[src/rtl/imuldiv_mul_arb2.sv]
// imuldiv_mul_arb2: round-robin arbiter sharing one iterative multiplier between two request/response ports
// Ports:
//   clk, reset                   single clock, synchronous active-high reset
//   req0_*/req1_*                operand requests (val/rdy) from the two clients
//   resp0_*/resp1_*              64-bit products back to the owning client (val/rdy)
//   mulreq_*/mulresp_*           request/response channel to the shared multiplier
//   busy                         high whenever an operation is in flight
module imuldiv_mul_arb2 (
  input  logic        clk,
  input  logic        reset,
  input  logic [31:0] req0_msg_a,
  input  logic [31:0] req0_msg_b,
  input  logic        req0_val,
  output logic        req0_rdy,
  input  logic [31:0] req1_msg_a,
  input  logic [31:0] req1_msg_b,
  input  logic        req1_val,
  output logic        req1_rdy,
  output logic [63:0] resp0_msg_result,
  output logic        resp0_val,
  input  logic        resp0_rdy,
  output logic [63:0] resp1_msg_result,
  output logic        resp1_val,
  input  logic        resp1_rdy,
  output logic [31:0] mulreq_msg_a,
  output logic [31:0] mulreq_msg_b,
  output logic        mulreq_val,
  input  logic        mulreq_rdy,
  input  logic [63:0] mulresp_msg_result,
  input  logic        mulresp_val,
  output logic        mulresp_rdy,
  output logic        busy
);
  typedef enum logic [1:0] {IDLE, WAIT, RESP} state_t;
  state_t      state_q, state_d;
  logic        owner_q, owner_d;
  logic        last_grant_q, last_grant_d;
  logic [63:0] result_q, result_d;
  logic        grant, idle;
  always_ff @(posedge clk) begin
    if (reset) begin
      state_q      <= IDLE;
      owner_q      <= 1'b0;
      last_grant_q <= 1'b1;
      result_q     <= '0;
    end else begin
      state_q      <= state_d;
      owner_q      <= owner_d;
      last_grant_q <= last_grant_d;
      result_q     <= result_d;
    end
  end
  // A tie goes to the port that did not win last; otherwise the lone requester wins.
  always_comb begin
    idle         = state_q == IDLE;
    grant        = (req0_val && req1_val) ? ~last_grant_q : req1_val;
    mulreq_val   = idle && (req0_val || req1_val);
    mulreq_msg_a = grant ? req1_msg_a : req0_msg_a;
    mulreq_msg_b = grant ? req1_msg_b : req0_msg_b;
    req0_rdy     = idle && !grant && mulreq_rdy;
    req1_rdy     = idle && grant && mulreq_rdy;
    mulresp_rdy  = state_q == WAIT;
    resp0_val    = state_q == RESP && !owner_q;
    resp1_val    = state_q == RESP && owner_q;
    busy         = !idle;
    state_d      = state_q;
    owner_d      = owner_q;
    last_grant_d = last_grant_q;
    result_d     = result_q;
    unique case (state_q)
      IDLE: if (mulreq_val && mulreq_rdy) begin
        owner_d      = grant;
        last_grant_d = grant;
        state_d      = WAIT;
      end
      WAIT: if (mulresp_val) begin
        result_d = mulresp_msg_result;
        state_d  = RESP;
      end
      RESP: state_d = (owner_q ? resp1_rdy : resp0_rdy) ? IDLE : RESP;
      default: state_d = IDLE;
    endcase
  end
  assign resp0_msg_result = result_q;
  assign resp1_msg_result = result_q;
endmodule

[config.mk]
export PLATFORM = sky130hd
export DESIGN_NAME = imuldiv_mul_arb2
export DESIGN_NICKNAME = d
export VERILOG_FILES = /design/src/rtl/imuldiv_mul_arb2.sv
export SDC_FILE = /design/constraint.sdc
export NUM_CORES = 1
export LEC_CHECK = 0
export ABC_AREA = 1
export CAP_MARGIN = 20
export CORE_AREA = 2 2 154 156
export CTS_BUF_LIST = sky130_fd_sc_hd__clkbuf_16
export DETAILED_ROUTE_END_ITERATION = 16
export DIE_AREA = 0 0 156 158
export GPL_TIMING_DRIVEN = 0
export PLACE_DENSITY = 0.56
export SETUP_SLACK_MARGIN = 0.1
export SYNTH_ARGS = -nofsm -noshare
export SYNTH_HDL_FRONTEND = slang
export SYNTH_SLANG_ARGS = --single-unit
export TNS_END_PERCENT = 50
[constraint.sdc]
create_clock -name clk -period 4 [get_ports clk]
set_input_delay 1.2 -clock clk [delete_from_list [all_inputs] [get_ports clk]]
set_output_delay 1.2 -clock clk [all_outputs]
set_load 0.05 [all_outputs]
==> Word level (Yosys, flattened, before mapping) <==
Index checks and enable logic that the tools add are counted.
Widths: inputs -> output; s select.
{ "op_classes": {"n_reduce_logical": 17, "bitwise_logic": 1, "mux": 8, "n_eq_ne": 4} }
{ "ops": {"columns": ["op", "count"], "rows": [
  ["$mux 32", 2],
  ["$logic_and 1x1->1", 9],
  ["$mux 2", 3],
  ["$pmux 2 s3", 1],
  ["$reduce_and 2->1", 3],
  ["$logic_not 1->1", 3],
  ["$eq 2x1->1 const B", 1],
  ["$eq 2x2->1 const B", 1],
  ["$logic_not 2->1", 1],
  ["$mux 1", 2],
  ["$ne 2x1->1 const B", 1],
  ["$ne 2x2->1 const B", 1],
  ["$logic_or 1x1->1", 1],
  ["$not 1->1", 1]
]} }
{ "totals": {"inputBits": 200, "wordCells": 34, "out_inout_bits": 199, "register_bits": 68} }

==> Depth between registers and ports, before layout <==
Gate-level depths: netlist of the first run.
{ "logic_depth": {"depth_word": 5, "depth_mapped": 8, "mapped_depth_nobuf": 7} }

==> Worst setup path after synthesis of the first run <==
OpenSTA, ideal clock, no wires.
{ "synth_timing": {"kind": "input -> output", "from": "input req0_val", "to": "output req0_rdy", "arrival_time_ns": 2.600, "stages": 5, "setup_slack_ns": 0.200, "path_buffers": 1, "t_required_ns": 2.800, "path_cell_list": "nand2_1 nand2_1 inv_1 clkbuf_1 nor3_1"} }
{ "synth_via": {"elab_chain_cells": 5} }
{ "synth_rtl": {"columns": ["element", "line_no", "rtl"], "rows": [
  ["start: declaration", "13", "input logic req0_val,"],
  ["$logic_and 1x1->1", "56", "grant = (req0_val && req1_val) ? ~last_grant_q : req1_val;"],
  ["$mux 1", "56", null],
  ["$logic_not 1->1", "60", "req0_rdy = idle && !grant && mulreq_rdy;"],
  ["$logic_and 1x1->1 (2 in series)", "60", null],
  ["end: declaration", "14", "output logic req0_rdy,"]
]} }
No other way between the ends.

==> Worst setup path after layout of the first run <==
{ "layout_timing": {"from": "input req0_val", "to": "output mulreq_msg_a[31]"} }
{ "layout_via": {"elab_chain_cells": 3} }
{ "layout_rtl": {"columns": ["element", "line_no", "rtl"], "rows": [
  ["$logic_and 1x1->1", "56", null],
  ["$mux 1", "56", null],
  ["$mux 32", "58", "mulreq_msg_a = grant ? req1_msg_a : req0_msg_a;"],
  ["end: declaration", "25", "output logic [31:0] mulreq_msg_a,"]
]} }
No other way between the ends.

==> Flow_metrics.wiki, run 1 <==
{| class="wikitable"
! Metric !! Value
|-
| Outcome || completed
|-
| Vias in the first global route || 5019
|-
| Sequential cell area fraction in the yosys report || 33.9%
|-
| Count of input and output buffers || 398
|-
| Post-synthesis register bit count || 68
|-
| Number of warnings printed during yosys synthesis || 0
|-
| Via Count || 5170
|-
| Final Hold Fails || 0
|-
| Maximum number of pins on one net before global-route repair || 15
|-
| Mapped Nets || 797
|-
| Largest voltage drop on the vdd net || 0.165 mV
|-
| Commonest cells in the netlist || 269 x sky130_fd_sc_hd__nand2_1, 68 x sky130_fd_sc_hd__dfxtp_1, 66 x sky130_fd_sc_hd__a21oi_1, 66 x sky130_fd_sc_hd__buf_4, 36 x sky130_fd_sc_hd__nand3_1
|-
| Residual antenna-violating net count after detailed routing || 0
|-
| Category of the worst setup path launch point || input pin
|-
| Net switching share of the total power || roughly two fifths
|-
| Final worst-path setup slack || about 0.11 ns
|-
| Remaining global-route overflow || 0
|-
| Clock period minus final worst setup slack || 3.89 ns
|-
| Clk pwr share || 29.7%
|-
| Detailed-placement wirelength estimate || 16.8 mm
|-
| Gp weighted congestion || ~0.85
|-
| Cell total after placement || 1285
|-
| Max-cap violation count || 0
|-
| Vertical die dimension || 158 um
|-
| Number of design-rule violations left by the first detailed-router iteration || about 130
|-
| Worst Path Max Fanout || 10
|-
| Max Buffers Root-to-Sink || 2
|-
| Detailed route wirelength on metal2 || 10.5 mm
|-
| Synthesis-to-layout area growth || 113%
|-
| Cell internal power dissipation || 1560 uW
|-
| Max H-tree Level || 3
|-
| Arrival @ worst endpoint || 2.69 ns
|-
| Leak || 0.00362 uW
|-
| Setup Slack @ Placement || -0.709 ns
|-
| Maximum operating frequency || 0.257 GHz
|-
| Main area contributors after synthesis || sky130_fd_sc_hd__dfxtp_1 34%, sky130_fd_sc_hd__nand2_1 25%, sky130_fd_sc_hd__buf_4 12%
|-
| CTS tree || done
|-
| Crit path kind || in2out
|-
| Post-synth ARST share || 0%
|-
| Share of power burned in registers || 28.3%
|-
| Syn avg cell area || 6.72 um^2
|-
| Final number of setup-violating endpoints || 0
|-
| Core region area || 0.0231 mm^2
|-
| Post-layout instance count excluding filler cells || 1304
|-
| Type of element capturing the critical path || output pin
|-
| Post-synth design cell area || approximately 0.0040 mm^2
|-
| Number of clock sinks || between 60 and 70
|-
| # fillers || 2462
|-
| Critical path data required time || 2.80 ns
|-
| Detail-routed net length per standard cell || 15.3 um
|-
| Initial antenna violation count || 3
|-
| Global-route total usage across every layer || 15.4%
|-
| Class of the tightest hold or removal check || reg2reg
|-
| Power share of the combinational group || 41.9%
|-
| Sw power || between 900 and 1000 uW
|-
| Slew at the pin closest to its max-slew limit || 0.584 ns
|-
| Clk root buf || sky130_fd_sc_hd__clkbuf_16
|-
| Cell area after layout || about 0.0086 mm^2
|-
| Setup repair after global routing missed its margin || yes
|-
| Die width || 156 um
|-
| Number of rows created at floorplan || 56
|-
| Pwr/cell area || between 200 and 300 mW/mm^2
|-
| Clock-pin slew on the worst setup and hold paths || about 0.060 ns
|-
| Core utilization of the finished layout || 37.1%
|-
| Worst-Skew Late Latency || 0.34 ns
|-
| Mapped Cells || 597
|-
| Final net count || 1206
|-
| Die area || 0.0246 mm^2
|-
| Top_reg_cell synth || sky130_fd_sc_hd__dfxtp_1
|-
| Share of post-route cells with drive strength above 1 || between 20% and 30%
|-
| CTS-repair resized insts || 348
|-
| Final wirelength || 19.9 mm
|-
| Clock buffers created by TritonCTS || 9
|-
| Setup Fix Bufs, Post-CTS || 0
|-
| Routed wl met3 || 1.52 mm
|-
| Drt drc || 0
|-
| Distinct cell type count after synthesis || 18
|-
| DP Area || roughly 0.0084 mm^2
|-
| Wire length of the first global-routing pass || 28.7 mm
|-
| Area share of the leading cell type in the synthesized netlist || between 30% and 40%
|-
| Final critical-path share of the clock period || between 90% and 100%
|-
| Vias per cell || 3.96
|-
| Highest layer used for signal routing || met4
|-
| DRT met1 WL || 7.35 mm
|-
| Most frequently used cell type in the post-synthesis netlist || sky130_fd_sc_hd__nand2_1
|-
| Number of buffers added to fix hold violations after cts || 0
|-
| Worst clock skew || about 0.011 ns
|-
| Number of synthesized flops with an enable pin || 0
|-
| Post-synthesis cell type with the largest combined area || sky130_fd_sc_hd__dfxtp_1
|-
| Ports placed on the boundary || 399
|-
| Number of max-slew violations in the final report || 0
|-
| Relative max-transition margin || 61.0%
|-
| Starting utilization of the core area || 17.4%
|-
| Initial DRT Pass Iterations || 4
|}
## through the flow
stage          setup TNS (ns)  total power, uW  hold WS [ns]
4_1_cts                     0             2570         0.475
5_1_grt                     0             2670         0.503
2_1_floorplan               0             1340         0.429
6_report                    0             2550         0.465
3_5_place_dp           -36.85             1830         0.459
3_3_place_gp           -37.09             1830         0.448
## logic make-up after synthesis
logic type,count (synthesis),share of synthesized area [%]
compound gates,66,8.23
buf+inv,116,19.3
flops,68,33.9
simple gates,347,38.6
## layer usage
layer	global-route usage [%]	vias up
met5	0	-
met4	5.81	0
met3	3.97	27
met2	28.8	243
met1	16.6	2255
li1	-	2645
## critical path: stages
cell and delay (ns):
sky130_fd_sc_hd__clkdlybuf4s50_1 0.45, sky130_fd_sc_hd__nand2_1 0.10, sky130_fd_sc_hd__nand2_1 0.09, sky130_fd_sc_hd__inv_2 0.08, sky130_fd_sc_hd__buf_8 0.15, sky130_fd_sc_hd__nand2_1 0.06, sky130_fd_sc_hd__nand2_1 0.14, sky130_fd_sc_hd__clkdlybuf4s15_2 0.40
## cells in the final DEF (no fill, tap or decap), types with 3 or more instances in the layout
| master | Yosys | layout |
|---|---|---|
| sky130_fd_sc_hd__buf_2 | 27 | 27 |
| sky130_fd_sc_hd__inv_1 | 10 | 9 |
| sky130_fd_sc_hd__clkdlybuf4s50_1 | 0 | 331 |
| sky130_fd_sc_hd__a21oi_1 | 66 | 66 |
| sky130_fd_sc_hd__nand2_1 | 269 | 269 |
| sky130_fd_sc_hd__dfxtp_1 | 68 | 68 |
| sky130_fd_sc_hd__buf_6 | 1 | 13 |
| sky130_fd_sc_hd__clkbuf_4 | 0 | 7 |
| sky130_fd_sc_hd__diode_2 | 0 | 3 |
| sky130_fd_sc_hd__nor2_1 | 8 | 8 |
| sky130_fd_sc_hd__clkbuf_16 | 0 | 9 |
| sky130_fd_sc_hd__buf_12 | 3 | 3 |
| sky130_fd_sc_hd__clkbuf_2 | 0 | 3 |
| sky130_fd_sc_hd__buf_4 | 66 | 106 |
| sky130_fd_sc_hd__clkbuf_1 | 6 | 5 |
| sky130_fd_sc_hd__nand3_1 | 36 | 36 |
| sky130_fd_sc_hd__nand3_2 | 30 | 30 |
## path summary, 6_finish.rpt
kind,start,endpoint,slack (ns),cells after the start
max reg2reg,state_q[0],resp0_msg_result[61],2.76,6
max,req0_val,mulreq_msg_a[31],0.11,8
min,last_grant_q,last_grant_q,0.46,2
min reg2reg,last_grant_q,last_grant_q,0.46,2
## state kept, by name (all words and copies together) (netlist names)
signal and count:
owner_q 1, last_grant_q 1, resp0_msg_result 64, state_q 2
## power groups by stage
stage / clock, uW / combinational (uW) / sequential [uW]
after CTS: 788 / 1060 / 724
after global routing: 815 / 1130 / 727
after global placement: 0 / 1090 / 739
final: 759 / 1070 / 724
after detailed placement: 0 / 1090 / 739
after floorplan: 0 / 536 / 809
## layout make-up
class | instances | area [um^2] | share of cell area (%)
Antenna cell | 3 | 7.51 | 0.0878
Tap cell | 290 | 363 | 4.24
Multi-Input combinational cell | 413 | 1880 | 22.0
Timing Repair Buffer | 398 | 3810 | 44.6
Clock buffer | 9 | 225 | 2.63
Clock inverter | 7 | 58.8 | 0.687
Sequential cell | 68 | 1360 | 15.9
Inverter | 11 | 41.3 | 0.483
Buffer | 105 | 803 | 9.39
Power figures use the tool's default switching activity.
==> inputs of run 2 (changes only) <==
ABC_CLOCK_PERIOD_IN_PS = 4000   (was not set)
==> results of run 2 <==
The final DEF is identical to that of run 1; final timing and power are the same.
